## config.mk

```make
export PLATFORM = sky130hd
export DESIGN_NAME = array_op_scheduler
export DESIGN_NICKNAME = d
export VERILOG_FILES = /design/src/rtl/array_op_scheduler.sv
export SDC_FILE = /design/constraint.sdc
export NUM_CORES = 1
export LEC_CHECK = 0
export BUFFER_PORTS_ARGS = -buffer_cell sky130_fd_sc_hd__buf_2
export CAP_MARGIN = 0
export CORE_AREA = 2 2 304 306
export CTS_CLUSTER_DIAMETER = 40
export DETAILED_ROUTE_END_ITERATION = 8
export DIE_AREA = 0 0 306 308
export PLACE_DENSITY_LB_ADDON = 0.05
export SLEW_MARGIN = 20
export SYNTH_ARGS = -nofsm -noshare
export SYNTH_HDL_FRONTEND = slang
export SYNTH_SLANG_ARGS = --single-unit
export TNS_END_PERCENT = 30
```

## constraint.sdc

```tcl
create_clock -name clk -period 12.1 [get_ports clk]
set_input_delay 2.42 -clock clk [delete_from_list [all_inputs] [get_ports clk]]
set_output_delay 2.42 -clock clk [all_outputs]
set_load 0.02 [all_outputs]
```

## src/rtl/array_op_scheduler.sv

```systemverilog
// Two-requester round-robin scheduler for a shared 4x32 result array.
// Each accepted command spends EXEC_LAT cycles in EXEC. It then spends one
// cycle in WRITE, where the result is committed and done pulses.
module array_op_scheduler #(
    parameter int WIDTH    = 32,
    parameter int DEPTH    = 4,
    parameter int AW       = 2,
    parameter int EXEC_LAT = 2
) (
    input  logic             clk,
    input  logic             reset,
    input  logic             req0_valid,
    output logic             req0_ready,
    input  logic [1:0]       req0_op,
    input  logic [AW-1:0]    req0_addr,
    input  logic [WIDTH-1:0] req0_data,
    input  logic             req1_valid,
    output logic             req1_ready,
    input  logic [1:0]       req1_op,
    input  logic [AW-1:0]    req1_addr,
    input  logic [WIDTH-1:0] req1_data,
    input  logic [AW-1:0]    rd_addr,
    output logic [WIDTH-1:0] rd_data,
    output logic             busy,
    output logic             done,
    output logic             done_id,
    output logic [AW-1:0]    done_addr,
    output logic [7:0]       op_cnt
);
    typedef enum logic [1:0] {IDLE, EXEC, WRITE} state_t;
    localparam int CW = (EXEC_LAT > 1) ? $clog2(EXEC_LAT) : 1;

    state_t           state_q, state_d;
    logic             last_grant_q, last_grant_d;
    logic [1:0]       op_q, op_d;
    logic [AW-1:0]    addr_q, addr_d;
    logic [WIDTH-1:0] data_q, data_d;
    logic             id_q, id_d;
    logic [CW-1:0]    exec_cnt_q, exec_cnt_d;
    logic [WIDTH-1:0] array_q [DEPTH];
    logic [WIDTH-1:0] array_d [DEPTH];
    logic [WIDTH-1:0] rd_data_q, rd_data_d;
    logic             done_q, done_d;
    logic             done_id_q, done_id_d;
    logic [AW-1:0]    done_addr_q, done_addr_d;
    logic [7:0]       op_cnt_q, op_cnt_d;
    logic             grant0, grant1;
    logic [WIDTH-1:0] result;

    // Round-robin grant: on a tie, the side that did not win last time wins.
    always_comb begin
        grant0     = req0_valid & (~req1_valid | last_grant_q);
        grant1     = req1_valid & ~grant0;
        req0_ready = (state_q == IDLE) & grant0;
        req1_ready = (state_q == IDLE) & grant1;
    end

    // The arithmetic unit only sees captured operands, never live inputs.
    always_comb begin
        unique case (op_q)
            2'b00:   result = data_q >> 1;
            2'b01:   result = data_q % WIDTH'(5);
            2'b10:   result = data_q * data_q;
            default: result = data_q >> 2;
        endcase
    end

    // Next-state logic: command capture, EXEC countdown, array commit.
    always_comb begin
        state_d      = state_q;
        last_grant_d = last_grant_q;
        op_d         = op_q;
        addr_d       = addr_q;
        data_d       = data_q;
        id_d         = id_q;
        exec_cnt_d   = exec_cnt_q;
        array_d      = array_q;
        done_d       = 1'b0;
        done_id_d    = done_id_q;
        done_addr_d  = done_addr_q;
        op_cnt_d     = op_cnt_q;
        rd_data_d    = array_q[rd_addr];
        unique case (state_q)
            IDLE: begin
                if (grant0 | grant1) begin
                    op_d         = grant1 ? req1_op   : req0_op;
                    addr_d       = grant1 ? req1_addr : req0_addr;
                    data_d       = grant1 ? req1_data : req0_data;
                    id_d         = grant1;
                    last_grant_d = grant1;
                    exec_cnt_d   = CW'(EXEC_LAT - 1);
                    state_d      = EXEC;
                end
            end
            EXEC: begin
                if (exec_cnt_q == '0) begin
                    state_d     = WRITE;
                    done_d      = 1'b1;
                    done_id_d   = id_q;
                    done_addr_d = addr_q;
                end else begin
                    exec_cnt_d = exec_cnt_q - CW'(1);
                end
            end
            WRITE: begin
                array_d[addr_q] = result;
                if (op_cnt_q != 8'hFF) op_cnt_d = op_cnt_q + 8'd1;
                state_d = IDLE;
            end
            default: state_d = IDLE;
        endcase
    end

    // State registers; asynchronous reset aborts any in-flight command.
    always_ff @(posedge clk or negedge reset) begin
        if (!reset) begin
            state_q      <= IDLE;
            last_grant_q <= 1'b1;
            op_q         <= '0;
            addr_q       <= '0;
            data_q       <= '0;
            id_q         <= 1'b0;
            exec_cnt_q   <= '0;
            for (int i = 0; i < DEPTH; i++) array_q[i] <= '0;
            rd_data_q    <= '0;
            done_q       <= 1'b0;
            done_id_q    <= 1'b0;
            done_addr_q  <= '0;
            op_cnt_q     <= '0;
        end else begin
            state_q      <= state_d;
            last_grant_q <= last_grant_d;
            op_q         <= op_d;
            addr_q       <= addr_d;
            data_q       <= data_d;
            id_q         <= id_d;
            exec_cnt_q   <= exec_cnt_d;
            array_q      <= array_d;
            rd_data_q    <= rd_data_d;
            done_q       <= done_d;
            done_id_q    <= done_id_d;
            done_addr_q  <= done_addr_d;
            op_cnt_q     <= op_cnt_d;
        end
    end

    assign rd_data   = rd_data_q;
    assign busy      = (state_q != IDLE);
    assign done      = done_q;
    assign done_id   = done_id_q;
    assign done_addr = done_addr_q;
    assign op_cnt    = op_cnt_q;
endmodule
```

==> results.json <==
{
  "first_global_vias": 23900,
  "worst_hold_path_type": "flop to flop",
  "dieArea_sq_um": 94200,
  "clock_latency_ps": 560,
  "drc": 0,
  "cts-root-buf": "clkbuf_16",
  "synth_nets": 3563,
  "critPathCaptureType": "flop",
  "relSlewSlack": 0.309,
  "final_util": 0.337,
  "hpwlAfterDp_um": 75200,
  "die_y_um": 308,
  "drv_cap": 0,
  "finalSetupTns_ps": 0,
  "grt.total_usage": 0.215,
  "wl_um": 99300,
  "tightest_slew_ps": 1040,
  "syn_area_per_cell_sq_um": 9.06,
  "drt_iter0_markers": 1387,
  "grt-ovfl-total": 0,
  "postSynth.asyncResetShare": 1.00,
  "die_w_um": 306,
  "crit_type": "flop to flop",
  "outcome": "finished, final reports clean",
  "cts_max_level": 2,
  "synthToLayoutAreaGrowth_pct": 13.2,
  "cp_max_fo": 12,
  "postRouteAntennaNets": 0,
  "synth_seq_cells": 213,
  "drt_first_pass_iters": 5,
  "finalCritPeriodShare": 0.943,
  "numClockSinks": 213,
  "vias_per_cell": 5.03,
  "finalSetupViolCount": 0,
  "drive_gt1_frac": 0.156,
  "slowest_delay_ps": 610,
  "cp-start-kind": "flop",
  "core-area_sq_um": 91000,
  "slew_viol_final": 0,
  "clock_skew_ps": 19.9,
  "cp.arrival_ps": 11850,
  "fillers": 9495,
  "synthesis.area_sq_um": 27100,
  "wl_per_cell_um": 23.0,
  "gp_congestion": 0.864,
  "numPortBuffers": 124,
  "synthMostInstantiatedCell": "nand2_1",
  "grt_max_degree": 79,
  "ys_types": 128,
  "synth_area_leaders": "fa_1, dfrtp_1, nand2_1",
  "clk_path_buf_depth": 3,
  "required_ps": 12540,
  "synth_common_cells": "nand2_1, inv_1, fa_1",
  "synth_top_area_share": 0.271,
  "vias": 21700,
  "max_freq_mhz": 87.6,
  "min_period_ps": 11410,
  "yosys.area.top_type": "fa_1",
  "grt_first_pass_wirelength_um": 151000,
  "cts_tree": "yes",
  "synth_edf_count": 0,
  "numCtsBuffers": 38,
  "start_util": 0.298,
  "finalNonFillerCells": 4321,
  "ios": 125,
  "layout.nets": 3681,
  "yosys_warnings": 0,
  "ctsHoldBuffers": 0,
  "ys_seq_area_frac": 0.197,
  "crit_path_frequent_cell": "nor2_1",
  "synth_flop_cell": "dfrtp_1",
  "finalHoldViolCount": 0,
  "antenna_found_initial": 7,
  "synthCells": 2988,
  "crit_slowest_cell": "a2111oi_4",
  "num_rows": 111,
  "dpl.cell_count": 4248,
  "clkTransAtPathRegs_ps": 50
}
cells by family (layout without fill, tap and decap cells):
| family | after synthesis | after routing | share of synthesized area |
|---|---|---|---|
| AOI/OAI and AO/OA | 485 | 485 | 0.130 |
| xor gates and xnor gates | 63 | 63 | 0.0207 |
| adders and majority gates | 498 | 498 | 0.332 |
| buffers and inverters | 667 | 813 | 0.106 |
| DFF | 213 | 213 | 0.197 |
| muxes | 106 | 106 | 0.0606 |
| other | 0 | 1 | 0 |
| and+or+nand+nor | 956 | 956 | 0.154 |
registers in the layout, indices dropped and copies added, names as in the netlist:
signal,count
id_q,1
done,1
exec_cnt_q,1
done_addr,2
last_grant_q,1
array_q,128
state_q,2
rd_data,32
op_q,2
addr_q,2
done_id,1
op_cnt,8
data_q,32
cell type report:
type / instances / area [sq um] / area share
Multi-Input combinational cell: 2108 / 19000 / 0.619
Sequential cell: 213 / 5340 / 0.174
Inverter: 482 / 1810 / 0.0590
Timing Repair Buffer: 263 / 1670 / 0.0546
Tap cell: 1186 / 1480 / 0.0484
Clock buffer: 45 / 1030 / 0.0335
Clock inverter: 23 / 339 / 0.0111
Antenna cell: 1 / 2.50 / 0.0000816
per-stage QoR:
stage | instance area [sq um] | setup WS (ps) | hold slack (ps)
3_3_place_gp | 29200 | 380 | 452
3_5_place_dp | 29200 | 379 | 457
2_1_floorplan | 27100 | 2070 | 440
4_1_cts | 30600 | 323 | 471
6_report | 30700 | 688 | 468
5_1_grt | 30700 | -2.57 | 491
layout by cell type (no fill, tap or decap), types with 8 or more instances in the layout:
cell and count:
o21ai_1 18, inv_1 475, fa_1 367, a21oi_1 57
buf_2 123, o21a_1 11, clkbuf_16 38, nor4_1 12
xnor2_1 50, a21boi_0 9, a22oi_1 8, xor2_1 12
a221oi_1 8, mux2i_1 48, o21ai_0 139, o31ai_1 12
and3_1 13, nor3_1 41, nand2_1 528, nor2_1 200
nand3_1 43, a31oi_1 19, ha_1 130, o211ai_1 20
nand4_1 17, buf_4 139, mux2_2 12, and2_1 23
a21o_1 10, nand2b_1 11, dfrtp_1 205, mux4_2 45
a211oi_1 15, o221ai_1 8
layer usage:
metal | global-route usage | wire [um] | vias up
met4 | 0.0651 | 2880 | 0
li1 | - | - | 9981
met1 | 0.289 | 44300 | 11000
met3 | 0.0302 | 5140 | 155
met2 | 0.360 | 47000 | 622
met5 | 0 | 0 | -
path summary, 6_finish.rpt:
kind,from,endpoint,slack [ps],cells past startpoint
max,data_q[28],array_q[64],690,44
min,array_q[6],array_q[6],470,2
max reg2reg,data_q[28],array_q[64],690,44
min reg2reg,array_q[6],array_q[6],470,2
max in group asynchronous,reset,data_q[29],7860,3
min in group asynchronous,reset,data_q[4],1860,1
worst max-delay path: cells and delay by family (launching register included):
family          cells  cell delay (ps)
mux                 1              330
flops               1              510
compound gates     24             6190
simple gates       14             3270
fa+ha+maj           1              200
buf+inv             4              780
repair_timing:
| action | CTS | global route |
|---|---|---|
| endpoints found under the hold margin | 0 | 0 |
| buffers inserted | 0 | 4 |
| gates resized for setup | 0 | 20 |
| setup endpoints to repair | 0 | 58 |
Power is left out: the tool's default activity adds up to more than one toggle a clock period on the data nets, which glitch-free logic cannot reach.
